==> src/rtl/branch_compare_unit_pkg.sv <==
// Shared types and sizing helpers for the chunked branch operand comparator.
package branch_compare_unit_pkg;

    typedef enum logic [1:0] {
        StIdle = 2'd0,
        StBusy = 2'd1,
        StDone = 2'd2
    } bcu_state_e;

    localparam int unsigned DefaultXlen   = 32;
    localparam int unsigned DefaultChunk  = 8;
    localparam int unsigned DefaultNchunk = DefaultXlen / DefaultChunk;

    // Chunk counter width, never narrower than one bit.
    function automatic int unsigned cnt_width(input int unsigned nchunk);
        return (nchunk > 1) ? $clog2(nchunk) : 1;
    endfunction

endpackage

==> src/rtl/branch_cmp_chunk.sv <==
// Combinational equality and unsigned less-than for one operand chunk.
module branch_cmp_chunk #(
    parameter int unsigned CHUNK = 8
) (
    input  logic [CHUNK-1:0] a_i,
    input  logic [CHUNK-1:0] b_i,
    output logic             eq_o,
    output logic             ltu_o
);

    assign eq_o  = (a_i == b_i);
    assign ltu_o = (a_i < b_i);

endmodule

==> src/rtl/branch_compare_unit.sv <==
// Multi-cycle rs1/rs2 comparator producing equ/lt/ltu branch flags, CHUNK bits per
// cycle LSB-first, with a start/done handshake and pipeline flush.
module branch_compare_unit
    import branch_compare_unit_pkg::*;
#(
    parameter int unsigned XLEN  = DefaultXlen,
    parameter int unsigned CHUNK = DefaultChunk
) (
    input  logic            clk_i,
    input  logic            rst_ni,
    input  logic            start_i,
    input  logic [XLEN-1:0] rs1_i,
    input  logic [XLEN-1:0] rs2_i,
    input  logic            flush_i,
    output logic            ready_o,
    output logic            done_o,
    output logic            equ_o,
    output logic            lt_o,
    output logic            ltu_o
);

    localparam int unsigned NCHUNK = XLEN / CHUNK;
    localparam int unsigned CntW   = cnt_width(NCHUNK);
    localparam logic [CntW-1:0] CntLast = CntW'(NCHUNK - 1);

    if (XLEN % CHUNK != 0) begin : gen_chunk_check
        $error("branch_compare_unit: XLEN must be a multiple of CHUNK");
    end

    bcu_state_e      state_q, state_d;
    logic [XLEN-1:0] a_q, a_d, b_q, b_d;
    logic [CntW-1:0] cnt_q, cnt_d;
    logic            equ_acc_q, equ_acc_d, ltu_acc_q, ltu_acc_d;
    logic            equ_q, equ_d, lt_q, lt_d, ltu_q, ltu_d;

    logic chunk_eq, chunk_ltu, equ_step, ltu_step;

    branch_cmp_chunk #(
        .CHUNK (CHUNK)
    ) u_chunk (
        .a_i   (a_q[CHUNK-1:0]),
        .b_i   (b_q[CHUNK-1:0]),
        .eq_o  (chunk_eq),
        .ltu_o (chunk_ltu)
    );

    // Higher chunks are seen later, so a differing chunk overrides the running ltu.
    assign equ_step = equ_acc_q & chunk_eq;
    assign ltu_step = chunk_eq ? ltu_acc_q : chunk_ltu;

    always_comb begin
        state_d   = state_q;
        a_d       = a_q;
        b_d       = b_q;
        cnt_d     = cnt_q;
        equ_acc_d = equ_acc_q;
        ltu_acc_d = ltu_acc_q;
        equ_d     = equ_q;
        lt_d      = lt_q;
        ltu_d     = ltu_q;
        unique case (state_q)
            StIdle: begin
                if (start_i && !flush_i) begin
                    state_d   = StBusy;
                    a_d       = rs1_i;
                    b_d       = rs2_i;
                    cnt_d     = '0;
                    equ_acc_d = 1'b1;
                    ltu_acc_d = 1'b0;
                end
            end
            StBusy: begin
                equ_acc_d = equ_step;
                ltu_acc_d = ltu_step;
                a_d       = a_q >> CHUNK;
                b_d       = b_q >> CHUNK;
                if (cnt_q == CntLast) begin
                    // Final chunk holds the sign bits; a sign split decides lt directly.
                    equ_d   = equ_step;
                    ltu_d   = ltu_step;
                    lt_d    = (a_q[CHUNK-1] != b_q[CHUNK-1]) ? a_q[CHUNK-1] : ltu_step;
                    state_d = StDone;
                end else begin
                    cnt_d = cnt_q + CntW'(1);
                end
            end
            StDone: state_d = StIdle;
            default: state_d = StIdle;
        endcase
        if (flush_i) begin
            state_d = StIdle;
            equ_d   = equ_q;
            lt_d    = lt_q;
            ltu_d   = ltu_q;
        end
    end

    always_ff @(posedge clk_i) begin
        if (!rst_ni) begin
            state_q   <= StIdle;
            a_q       <= '0;
            b_q       <= '0;
            cnt_q     <= '0;
            equ_acc_q <= 1'b0;
            ltu_acc_q <= 1'b0;
            equ_q     <= 1'b0;
            lt_q      <= 1'b0;
            ltu_q     <= 1'b0;
        end else begin
            state_q   <= state_d;
            a_q       <= a_d;
            b_q       <= b_d;
            cnt_q     <= cnt_d;
            equ_acc_q <= equ_acc_d;
            ltu_acc_q <= ltu_acc_d;
            equ_q     <= equ_d;
            lt_q      <= lt_d;
            ltu_q     <= ltu_d;
        end
    end

    assign ready_o = (state_q == StIdle);
    assign done_o  = (state_q == StDone);
    assign equ_o   = equ_q;
    assign lt_o    = lt_q;
    assign ltu_o   = ltu_q;

endmodule

==> config.mk <==
export PLATFORM = sky130hd
export DESIGN_NAME = branch_compare_unit
export DESIGN_NICKNAME = d
export VERILOG_FILES = /design/src/rtl/branch_compare_unit_pkg.sv /design/src/rtl/branch_cmp_chunk.sv /design/src/rtl/branch_compare_unit.sv
export SDC_FILE = /design/constraint.sdc
export NUM_CORES = 1
export LEC_CHECK = 0
export BUFFER_PORTS_ARGS = -buffer_cell sky130_fd_sc_hd__buf_2
export CAP_MARGIN = 10
export CORE_MARGIN = 5
export CORE_UTILIZATION = 54
export CTS_BUF_LIST = sky130_fd_sc_hd__clkbuf_8 sky130_fd_sc_hd__clkbuf_16
export DETAILED_ROUTE_END_ITERATION = 10
export PLACE_DENSITY = 0.79
export SLEW_MARGIN = 10
export SYNTH_ARGS = -nofsm -noshare
export SYNTH_HDL_FRONTEND = slang
export SYNTH_HIERARCHICAL = 1
export SYNTH_SLANG_ARGS = --single-unit
==> constraint.sdc <==
create_clock -name clk_i -period 2.1 [get_ports clk_i]
set_input_delay 0.42 -clock clk_i [delete_from_list [all_inputs] [get_ports clk_i]]
set_output_delay 0.42 -clock clk_i [all_outputs]
set_load 0.02 [all_outputs]
==> flow_summary.yaml, run 1 <==
run_status:
  outcome: "completed"
setup_path:
  critPathLaunchType: "flop"
  critPathCaptureType: "flop"
  reg2reg_depth: 9
  required_ns: 2.37
  crit_slowest_cell: "maj3_1"
  cp_cell_sequence: "inv_1, ha_1, nor2b_4, o211ai_2, a21oi_2, a2111oi_2, mux2i_1, maj3_1, a21oi_1"
  crit_path_end: "lt_o"
  crit_type: "flop to flop"
  rr_endpoint: "lt_o"
  path_max_fanout: 2
  crit_start: "b_q[1]"
  r2r_slack_ns: 0.11
  crit_cells: 9
  path_buf_inv: 1
  cp.arrival_ns: 2.26
  cp_slowest_stage_delay_ns: 0.39
  cp_top_family: "adder cells"
  r2r_start: "b_q[1]"
final_layout:
  nFillCells: 541
  seq_area_mm2: 0.00146
  area_delta_synth_final_pct: 18.8
  layout-drive-gt1-share: 0.262
  diodes: 0
  nets: 481
  fin_area_mm2: 0.00416
  finalNonFillerCells: 486
  multiInputGateArea_mm2: 0.00181
synth:
  synth_top_family_by_area: "compound AO/OA/AOI/OAI gates"
  synth-seq-cells: 73
  async_flop_share: 0
  netlist_area_mm2: 0.00350
  synthXorXnorAreaFrac: 0
  muxShareOfSynthArea: 0.140
  synth_fa_ha_area_frac: 0.0351
  synth_cells: 341
  synthSimpleGateAreaFrac: 0.135
  synth_seq_area_share: 0.418
  syn_area_per_cell_um2: 10.3
  synth_cell_types: 36
  synth-edff-count: 0
  synth-compound-area-share: 0.207
  syn_nets: 418
  yosysWarnings: 6
  synth_ff_type: "dfxtp_1"
detailed_routing:
  vias: 2686
  post_drt_wl_per_cell_um: 15.0
  firstDrtPassIters: 4
  drt_iter0_markers: 124
  drc_errors: 0
  viasPerCell: 5.53
  drt.antenna.violating_nets: 0
  drt_wl_total_um: 7290
cts:
  hold_buffers: 0
  htree_num_levels: 3
  cts_tree: "done"
  root_buffer: "clkbuf_8"
  numCtsBuffers: 9
  cts_buffer_depth: 2
  clkTransAtPathRegs_ns: 0.08
  cts.sinks: 73
  clock_latency_ns: 0.34
sta:
  finalMaxSlewViolations: 0
  hold_viol: 0
  skew_ns: 0.00664
  setup_tns_ns: 0
  max-slew-margin-rel: 0.584
  fin_crit_ns: 1.99
  tightestPinTransition_ns: 0.624
  fmax_mhz: 503
  period_share: 0.946
  setup_viol: 0
  hold_ws_ns: 0.353
pwr:
  peakVddDrop_v: 0.000448
  p_total_mw: 3.49
  p_leak_nw: 2.48
  power-per-cell-area_mw_per_mm2: 839
global_routing:
  grt_pass1_wl_um: 12400
  gr-total-overflow: 0
  grt_usage: 0.182
  antenna_found_initial: 0
  grt_start_max_net_pins: 96
  grt_pass1_vias: 2632
placement:
  placed_area_mm2: 0.00387
  placed_cells: 469
  place_hpwl_um: 5050
  io_buffers: 72
  globalplace.congestion: 0.813
floorplan:
  die_h_um: 90.5
  ios: 73
  die-area_mm2: 0.00819
  std_cell_rows: 29
  die_x_um: 90.5
  initial_core_util: 0.554
  core_mm2: 0.00631
worst_hold_path:
  hold_class: "input port to flop"
flow_run:
  max_cap_viol_count: 0
layer usage:
layer	routed length [um]	global-route usage
met4	76	0.0670
met5	0	0
met3	317	0.0450
met1	3420	0.247
met2	3470	0.280
area by class of cell:
cell class | count | share of cell area
flip-flops and latches | 73 | 0.352
repair buffers | 80 | 0.113
clock buffers | 11 | 0.0364
inverters | 10 | 0.00903
clock inverters | 5 | 0.0301
multi-input cells | 230 | 0.436
well taps | 77 | 0.0232
how the worst min path moves through the flow:
stage,start,to,slack (ns),depth (start not counted)
floorplan,equ_acc_q,equ_o,0.45,2
global placement,equ_o,equ_o,0.47,2
detailed placement,equ_o,equ_o,0.48,2
CTS,rs1_i[29],a_q[29],0.34,3
global route,rs1_i[25],a_q[25],0.35,3
finish,rs1_i[29],a_q[29],0.35,3
report_power, final:
part / leakage (nW) / internal [mW] / switching (mW)
clock: 0.140 / 0.973 / 0.508
sequential: 0.601 / 1.48 / 0.0528
combinational: 1.74 / 0.244 / 0.231
total: 2.48 / 2.69 / 0.791
synthesized netlist by cell type (all sizes together), types with 2 or more instances:
cell    number  area [um^2]
a21oi        7         50.1
nand2       51          191
nand4        2         12.5
a22oi       17          128
inv         10         37.5
nor2         6         22.5
nand2b       3         26.3
ha           9          113
dfxtp       73         1460
clkbuf       8         30.0
a21boi       2         15.0
mux2i       49          490
nor3b        3         33.8
o211a       48          480
o21ai        3         15.0
nor2b       21          139
buf         20          161
sequential cells by signal, indices dropped and copies added, names as in the netlist:
signal	flops
equ_acc_q	1
b_q	32
cnt_q	2
state_q	2
lt_o	1
equ_o	1
ltu_acc_q	1
a_q	32
ltu_o	1
layout by cell type (no fill, tap or decap), types with 2 or more instances in the layout:
master / count
a21oi_1: 4
a21oi_2: 2
a22oi_1: 17
buf_12: 4
buf_2: 72
buf_4: 4
bufinv_16: 4
clkbuf_8: 11
dfxtp_1: 73
ha_1: 9
inv_1: 9
mux2i_1: 49
nand2_1: 51
nand4_1: 2
nor2_1: 6
nor2b_1: 20
nor3b_1: 2
o211a_1: 48
o21ai_0: 3
cells by family after synthesis:
family,after synthesis
simple gates,91
compound gates,80
flops,73
mux,49
buf+inv,38
fa+ha+maj,10
what timing repair did:
action,4_1_cts,5_1_grt
resized for setup,0,1
setup buffers,0,1
endpoints found under the setup margin,0,1
stage by stage:
stage	util	setup WS (ns)
2_1_floorplan	-	0.204
3_3_place_gp	0.613	0.137
3_5_place_dp	0.613	0.0260
4_1_cts	0.657	0.00478
5_1_grt	0.658	-0.0533
6_report	0.658	0.114
worst min-delay path: stages:
cell and delay [ns]:
buf_2 0.07, a22oi_1 0.06, nor2b_1 0.10
Power figures use the tool's default switching activity.
==> inputs of run 2 (changes only) <==
--- a/config.mk
+++ b/config.mk
@@ -5,13 +5,14 @@
 export SDC_FILE = /design/constraint.sdc
 export NUM_CORES = 1
 export LEC_CHECK = 0
+export ABC_AREA = 1
 export BUFFER_PORTS_ARGS = -buffer_cell sky130_fd_sc_hd__buf_2
 export CAP_MARGIN = 10
 export CORE_MARGIN = 5
-export CORE_UTILIZATION = 54
+export CORE_UTILIZATION = 55
 export CTS_BUF_LIST = sky130_fd_sc_hd__clkbuf_8 sky130_fd_sc_hd__clkbuf_16
 export DETAILED_ROUTE_END_ITERATION = 10
-export PLACE_DENSITY = 0.79
+export PLACE_DENSITY = 0.8
 export SLEW_MARGIN = 10
 export SYNTH_ARGS = -nofsm -noshare
 export SYNTH_HDL_FRONTEND = slang
==> flow_summary.yaml, run 2 <==
synth:
  muxShareOfSynthArea: 0
  synth_ff_type: "dfxtp_1"
  synth_cells: 536
  synthSimpleGateAreaFrac: 0.368
  yosysWarnings: 6
  yosys-top-cells-area: "dfxtp_1, nand2_1, nor2_1"
  synth_fa_ha_area_frac: 0.0320
  syn_nets: 613
  synthXorXnorAreaFrac: 0
  synth-edff-count: 0
  synth_top_family_by_area: "simple AND/OR/NAND/NOR gates"
  yosysTopAreaCell: "dfxtp_1"
  synth-seq-cells: 73
  synthTopCellsByCount: "nand2_1, nor2_1, dfxtp_1"
  netlist_area_mm2: 0.00352
  syn_area_per_cell_um2: 6.56
  synth-compound-area-share: 0.104
  synth_seq_area_share: 0.416
  async_flop_share: 0
  synth_cell_types: 21
  synth_most_common_cell: "nand2_1"
  synth_top_area_frac: 0.416
detailed_routing:
  firstDrtPassIters: 4
  drt_iter0_markers: 219
  drt.antenna.violating_nets: 0
  post_drt_wl_per_cell_um: 12.0
  viasPerCell: 4.98
  drt_wl_total_um: 8060
  vias: 3356
  drc_errors: 0
sta:
  finalMaxSlewViolations: 0
  max-slew-margin-rel: 0.468
  hold_ws_ns: 0.309
  period_share: 0.774
  skew_ns: 0.00692
  setup_tns_ns: 0
  rsz0062_at_grt: "no"
  setup_viol: 0
  fin_ws_ns: 0.474
  hold_viol: 0
  fin_crit_ns: 1.63
  tightestPinTransition_ns: 0.797
  fmax_mhz: 615
worst_hold_path:
  hold_class: "input port to flop"
  whs_endpoint: "state_q[0]"
  worstHoldPathCells: 2
  hp-start: "flush_i"
setup_path:
  r2r_slack_ns: 0.47
  cp.arrival_ns: 1.82
  required_ns: 2.30
  path_max_fanout: 4
  critPathCaptureType: "flop"
  critPathLaunchType: "flop"
  crit_type: "flop to flop"
  rr_endpoint: "lt_o"
  reg2reg_depth: 11
  r2r_start: "b_q[3]"
pwr:
  power-per-cell-area_mw_per_mm2: 783
  p_total_mw: 3.17
  p_leak_nw: 2.06
  peakVddDrop_v: 0.000471
global_routing:
  grt_pass1_vias: 3319
  grt.met2_usage: 0.342
  grt_use_met3: 0.0451
  grt_util_met1: 0.252
  gr-total-overflow: 0
  busiest_layer: "met2"
  grt_start_max_net_pins: 50
  antenna_found_initial: 0
  grt_usage: 0.203
  grt_pass1_wl_um: 14000
placement:
  globalplace.congestion: 0.820
  placed_area_mm2: 0.00384
  io_buffers: 72
  dp_slack_ns: 0.300
  place_hpwl_um: 5490
floorplan:
  ios: 73
  die_h_um: 90.0
  die_x_um: 90.0
  std_cell_rows: 29
  core_mm2: 0.00628
  initial_core_util: 0.560
  die-area_mm2: 0.00809
run_status:
  outcome: "completed"
final_layout:
  fin_area_mm2: 0.00405
  layout-drive-gt1-share: 0.169
  nets: 670
  top_regs: "a_q x32, b_q x32"
  area_delta_synth_final_pct: 15.2
  final_common_cell: "nand2_1"
  final_cell_mix: "nand2_1, nor2_1, dfxtp_1"
  diodes: 0
cts:
  cts_resized: 0
  clock_latency_ns: 0.34
  root_buffer: "clkbuf_8"
  cts_tree: "done"
  cts_buffer_depth: 2
  htree_num_levels: 3
  numCtsBuffers: 9
  hold_buffers: 0
  cts_setup_buffers: 0
  clkTransAtPathRegs_ns: 0.08
  cts.sinks: 73
flow_run:
  max_cap_viol_count: 0
[run 2: cell count changes after synthesis, moves of 18 or more]
cell,delta
mux2i_1,-49
o211a_1,-48
a21oi_1,+18
nor2_1,+105
nand3_1,+21
o21ai_0,+42
nor2b_1,-20
nand2_1,+132
[run 2: worst max path at each step]
stage,start,endpoint,cells past startpoint
6_report,b_q[3],lt_o,11
3_5_place_dp,start_i,a_q[1],8
4_1_cts,b_q[3],lt_o,11
2_1_floorplan,b_q[7],ltu_acc_q,9
5_1_grt,state_q[1],b_q[3],6
3_3_place_gp,start_i,b_q[14],8
[run 2: logic make-up after synthesis]
| kind of cell | count (synthesis) |
|---|---|
| buffers and inverters | 56 |
| flip-flops | 73 |
| AO/OA/AOI/OAI | 73 |
| AND/OR/NAND/NOR | 325 |
| adder cells (fa/ha/maj) | 9 |
[run 2: final cells by class]
class	count	area, um^2
clock buffers	10	138
clock inverters	5	72.6
fillers	596	2230
inverters	24	90.1
multi-input cells	407	1770
flip-flops and latches	73	1460
well taps	77	96.3
repair buffers	78	418
[run 2: critical path, cell delays in order, from the launching register on]
cell	delay, ns
dfxtp_1	0.34
inv_1	0.05
ha_1	0.29
nand2_1	0.05
inv_1	0.06
nand3_1	0.09
nor3_2	0.24
inv_1	0.07
nand2_1	0.09
nand3_1	0.07
nand3_1	0.08
a21oi_1	0.07
[run 2: per-stage QoR]
step                instances  utilization
floorplan                 536            -
detailed placement        659        0.612
CTS                       674        0.645
global placement          659        0.612
global route              674        0.645
finish                    674        0.645
[run 2: routing by layer]
| metal | share of wire | vias to the layer above |
|---|---|---|
| li1 | - | 1783 |
| met1 | 0.47 | 1485 |
| met2 | 0.46 | 74 |
| met3 | 0.055 | 14 |
| met4 | 0.016 | 0 |
| met5 | 0 | - |
[run 2: power breakdown]
group	internal, mW	leakage (nW)	total [mW]	switching [mW]
Clock	0.685	0.115	1.19	0.504
Sequential	1.48	0.601	1.53	0.0494
Combinational	0.180	1.34	0.451	0.272
Total	2.35	2.06	3.17	0.825
